==> config.mk <==
export PLATFORM = sky130hd
export DESIGN_NAME = cpu_intr_ctrl
export DESIGN_NICKNAME = d
export VERILOG_FILES = /design/src/rtl/cpu_intr_ctrl_pkg.sv /design/src/rtl/cpu_intr_ctrl_prio_enc.sv /design/src/rtl/cpu_intr_ctrl.sv
export SDC_FILE = /design/constraint.sdc
export NUM_CORES = 1
export LEC_CHECK = 0
export CAP_MARGIN = 20
export CORE_MARGIN = 8
export CORE_UTILIZATION = 35
export DETAILED_ROUTE_END_ITERATION = 12
export GPL_ROUTABILITY_DRIVEN = 0
export HOLD_SLACK_MARGIN = 0.08
export PLACE_DENSITY = 0.76
export SYNTH_ARGS = -nofsm -noshare
export SYNTH_HDL_FRONTEND = slang
export SYNTH_HIERARCHICAL = 1
export SYNTH_SLANG_ARGS = --single-unit
==> constraint.sdc <==
create_clock -name clk -period 2.24 [get_ports clk]
set_input_delay 0.224 -clock clk [delete_from_list [all_inputs] [get_ports clk]]
set_output_delay 0.224 -clock clk [all_outputs]
set_load 0.01 [all_outputs]
==> src/rtl/cpu_intr_ctrl_pkg.sv <==
// Shared types for the CPU interrupt controller: FSM states and the trap payload.
package cpu_intr_ctrl_pkg;

  localparam int unsigned INTR_VEC_STRIDE = 4;
  localparam int unsigned INTR_CAUSE_W    = 4;

  typedef enum logic [1:0] {
    INTR_IDLE,
    INTR_TAKE,
    INTR_SERVICE
  } INTR_STATE;

  typedef struct packed {
    logic                    take;
    logic [31:0]             vec;
    logic [31:0]             epc;
    logic [INTR_CAUSE_W-1:0] cause;
  } INTR_TRAP;

endpackage

==> src/rtl/cpu_intr_ctrl_prio_enc.sv <==
// Lowest-index-first priority encoder over the enabled pending requests.
module intr_prio_enc #(
  parameter int unsigned N  = 4,
  parameter int unsigned IW = 2
) (
  input  logic [N-1:0]  req_i,
  output logic          valid_o,
  output logic [IW-1:0] idx_o
);

  // Scan from the top so the lowest set index is the last one written.
  always_comb begin
    valid_o = |req_i;
    idx_o   = '0;
    for (int i = int'(N) - 1; i >= 0; i--) begin
      if (req_i[i]) idx_o = IW'(i);
    end
  end

endmodule

==> src/rtl/cpu_intr_ctrl.sv <==
// Multi-channel interrupt controller: edge/level request latching, mask register,
// lowest-index selection and a one-cycle trap issued at an instruction boundary.
module cpu_intr_ctrl
  import cpu_intr_ctrl_pkg::*;
#(
  parameter int unsigned     NCH        = 4,
  parameter logic [NCH-1:0]  EDGE_MASK  = {{(NCH-1){1'b0}}, 1'b1},
  parameter logic [NCH-1:0]  RESET_MASK = {NCH{1'b1}},
  parameter logic [31:0]     VEC_BASE   = 32'h0000_0100,
  localparam int unsigned    CW         = $clog2(NCH)
) (
  input  logic           clk,
  input  logic           reset,
  input  logic [NCH-1:0] irq_i,
  input  logic           mask_we,
  input  logic [NCH-1:0] mask_wdata,
  input  logic           intr_en_i,
  input  logic           commit_i,
  input  logic [31:0]    next_pc_i,
  input  logic           ret_i,
  output logic           irr_o,
  output logic [NCH-1:0] pend_o,
  output logic [NCH-1:0] mask_o,
  output logic           take_o,
  output logic [31:0]    vec_o,
  output logic [31:0]    epc_o,
  output logic [CW-1:0]  cause_o,
  output logic           busy_o
);

  INTR_STATE      state_q, state_d;
  INTR_TRAP       trap_q, trap_d;
  logic [NCH-1:0] irq_q, pend_q, pend_d, mask_q;
  logic [NCH-1:0] req, set_edge, claim;
  logic           sel_valid;
  logic [CW-1:0]  sel_idx;

  assign req = pend_q & mask_q;

  intr_prio_enc #(.N(NCH), .IW(CW)) u_prio (
    .req_i   (req),
    .valid_o (sel_valid),
    .idx_o   (sel_idx)
  );

  // Edge channels are sticky until claimed; a fresh edge beats a same-cycle claim.
  assign set_edge = irq_i & ~irq_q;
  assign pend_d   = (EDGE_MASK & (set_edge | (pend_q & ~claim))) | (~EDGE_MASK & irq_i);

  // Trap sequencing and claim generation.
  always_comb begin
    state_d    = state_q;
    trap_d     = trap_q;
    trap_d.take = 1'b0;
    claim      = '0;
    case (state_q)
      INTR_IDLE: begin
        if (commit_i && intr_en_i && sel_valid) begin
          state_d        = INTR_TAKE;
          trap_d.take    = 1'b1;
          trap_d.vec     = VEC_BASE + 32'(sel_idx) * 32'(INTR_VEC_STRIDE);
          trap_d.epc     = next_pc_i;
          trap_d.cause   = INTR_CAUSE_W'(sel_idx);
          claim[sel_idx] = 1'b1;
        end
      end
      INTR_TAKE:    state_d = INTR_SERVICE;
      INTR_SERVICE: if (ret_i) state_d = INTR_IDLE;
      default:      state_d = INTR_IDLE;
    endcase
  end

  always_ff @(posedge clk) begin
    if (reset) begin
      state_q <= INTR_IDLE;
      trap_q  <= '0;
      irq_q   <= '0;
      pend_q  <= '0;
      mask_q  <= RESET_MASK;
    end else begin
      state_q <= state_d;
      trap_q  <= trap_d;
      irq_q   <= irq_i;
      pend_q  <= pend_d;
      if (mask_we) mask_q <= mask_wdata;
    end
  end

  assign irr_o   = |req;
  assign pend_o  = pend_q;
  assign mask_o  = mask_q;
  assign take_o  = trap_q.take;
  assign vec_o   = trap_q.vec;
  assign epc_o   = trap_q.epc;
  assign cause_o = CW'(trap_q.cause);
  assign busy_o  = (state_q != INTR_IDLE);

endmodule

==> flow_metrics.py <==
metrics = {
    "status": {
        "status": "completed",
    },
    "cts": {
        "h-tree-depth": 2,
        "cts_root_buf": "clkbuf_8",
        "cts.sinks": 47,
        "cts_tree": "yes",
        "clockBufferDepth": 2,
        "postCtsSetupBuffers": 0,
        "cts_resized": 0,
        "cts_inserted_buffers": 5,
        "insertion_delay_ns": 0.29,
        "ctsHoldBuffers": 0,
        "clk_pin_slew_ns": 0.08,
    },
    "timing": {
        "hold_viol": 0,
        "fin_crit_sh_pct": 90.1,
        "timing.hold.ws_ns": 0.474,
        "slew_headroom_pct": 45.0,
        "finalCriticalPeriod_ns": 2.02,
        "maxSlewViolCount": 0,
        "worst_pin_slew_ns": 0.824,
        "max_freq_mhz": 496,
        "rsz0062_at_grt": "no",
        "skew_ns": 0.00309,
        "finalSetupViolations": 0,
        "fin_ws_ns": 0.223,
        "tns_ns": 0,
    },
    "pwr": {
        "p_seq_share_pct": 48.8,
        "switching_share_pct": 24.9,
        "pwr-share-comb_pct": 21.5,
        "internal_power_mw": 1.40,
        "pwr-share-clk_pct": 29.7,
        "powerDensity_mw_per_mm2": 575,
        "p_switching_uw": 462,
        "irDropWorstVdd_mv": 0.290,
        "p_leak_nw": 1.23,
    },
    "setup_path": {
        "worstPathCellList": "and2_1 > or4_1 > clkdlybuf4s50_1",
        "startpoint_type": "flop",
        "crit_start": "pend_o[0]",
        "r2r-start": "pend_o[0]",
        "cpLargestDelayFamily": "simple AND/OR/NAND/NOR gates",
        "setup.worst_path.end_class": "output port",
        "slowest_delay_ns": 0.50,
        "cp_num_buf_inv": 1,
        "critPathSlowestCell": "or4_1",
        "path_class": "flop to output port",
        "worstPathRequired_ns": 2.02,
        "critPathArrivalTime_ns": 1.79,
        "crit_fanout": 4,
    },
    "yosys": {
        "seq_area_frac_synth_pct": 40.6,
        "ys_ff_latch": 47,
        "avgSynthCellArea_sq_um": 9.94,
        "yosys_warnings": 6,
        "ys_types": 26,
        "syn_inst": 233,
        "syn-cell-area_sq_mm": 0.00232,
    },
    "route": {
        "drc": 0,
        "drt_iter0_markers": 22,
        "via_per_inst": 4.23,
        "routed_wl_um": 5310,
        "detailroute.via_count": 1687,
        "dr.pass1.iters": 4,
        "ant_nets": 0,
        "drt-wirelength-per-cell_um": 13.3,
    },
    "final_layout": {
        "drive_gt1_share_pct": 4.66,
        "syn2layout_area_growth_pct": 39.7,
        "layout.nets": 367,
        "antennaDiodeCount": 0,
        "fillers": 596,
        "post-route-util_pct": 50.6,
    },
    "floorplanning": {
        "ios": 123,
        "start_util_pct": 36.3,
        "die_h_um": 97.3,
        "num_rows": 29,
        "coreArea_sq_mm": 0.00639,
        "design.die.area_sq_mm": 0.00948,
        "die_w_um": 97.3,
    },
    "flow_run": {
        "drv_cap": 0,
    },
    "placed_design": {
        "io_buffers": 93,
        "dp_hpwl_um": 4120,
        "dp_slack_ns": 0.533,
    },
    "grt": {
        "track_usage_pct": 11.0,
        "grt_pass1_vias": 1753,
        "antenna_found_initial": 0,
        "grt_pass1_wl_um": 8880,
        "grt_start_max_net_pins": 63,
        "overflow": 0,
    },
    "min_path": {
        "min_from": "epc_o[2]",
        "min-delay-path-class": "flop to flop",
    },
}
[worst reg2reg max path: cells and delay by family (launching register included)]
kind          cells  cell delay [ns]
simple gates      5             0.59
mux               1             0.25
buf+inv           1             0.30
flops             1             0.35
[cell usage after synthesis (all sizes together)]
| cell | instances | area share, % |
|---|---|---|
| clkbuf | 8 | 1.3 |
| nor3b | 1 | 0.32 |
| o21ba | 1 | 0.43 |
| nor3 | 3 | 0.65 |
| and2 | 4 | 1.1 |
| dfxtp | 47 | 41 |
| nor2 | 5 | 1.5 |
| a211o | 4 | 1.5 |
| a21oi | 2 | 0.59 |
| nand3 | 1 | 0.76 |
| mux2i | 34 | 15 |
| conb | 1 | 0.16 |
| nand2 | 1 | 0.16 |
| nand2b | 70 | 19 |
| o21bai | 1 | 0.32 |
| nor2b | 8 | 2.2 |
| o2bb2ai | 1 | 0.38 |
| buf | 36 | 13 |
| or2 | 1 | 0.27 |
| inv | 3 | 0.49 |
| or4 | 1 | 0.32 |
[power groups by stage]
stage	Clock [mW]	Combinational, mW	Sequential (mW)
final	0.552	0.400	0.908
after global routing	0.607	0.438	0.914
after CTS	0.576	0.405	0.908
after detailed placement	0	0.404	0.927
after global placement	0	0.400	0.924
after floorplan	0	0.229	0.946
[routing by layer]
metal,GRT usage (%),up-vias,share of wire [%]
met5,0,-,0
met4,2.45,0,0.34
met3,6.47,2,12
met2,17.8,76,47
met1,12.1,753,41
li1,-,856,-
[area by class of cell]
type / count / area (sq um) / area share (%)
multi-input cells: 167 / 1130 / 34.9
inverters: 3 / 11.3 / 0.348
flip-flops and latches: 47 / 941 / 29.1
clock buffers: 8 / 100 / 3.09
repair buffers: 97 / 956 / 29.6
well taps: 77 / 96.3 / 2.98
[path summary, 6_finish.rpt]
check	to	slack (ns)	depth (start not counted)
max	irr_o	0.22	3
min	epc_o[2]	0.47	2
max reg2reg	epc_o[29]	0.67	7
min reg2reg	epc_o[2]	0.47	2
[registers in the layout, summed over array words and instances, names as in the netlist]
| signal | cells |
|---|---|
| mask_o | 4 |
| take_o | 1 |
| epc_o | 32 |
| pend_o | 4 |
| cause_o | 1 |
| vec_o | 2 |
| irq_q | 1 |
| state_q | 2 |
[placed cells by master (no fill, tap or decap), types with 3 or more instances in the layout]
master and n:
dfxtp_1 47, nand2b_1 70, a211o_1 4, conb_1 29, inv_1 3, nor3_1 3, clkdlybuf4s50_1 92, nor2b_1 8
buf_4 4, and2_1 4, mux2i_1 34, nor2_1 4, clkbuf_8 7
[stage by stage]
step	cell area, sq um	cells	total power [mW]
6_report	3230	399	1.86
5_1_grt	3230	399	1.96
3_5_place_dp	3130	391	1.33
3_3_place_gp	3130	391	1.32
4_1_cts	3230	399	1.89
2_1_floorplan	2420	261	1.18
[cell families (layout without fill, tap and decap cells)]
group                  Yosys count  in the layout  share of synthesized area [%]
buffers and inverters           47            108                           15.1
multiplexers                    34             34                           14.7
AO/OA/AOI/OAI                    9              9                           3.24
flip-flops                      47             47                           40.6
other                            1             29                          0.162
AND/OR/NAND/NOR                 95             95                           26.1
Note: power is estimated with default switching activity, not from simulation.
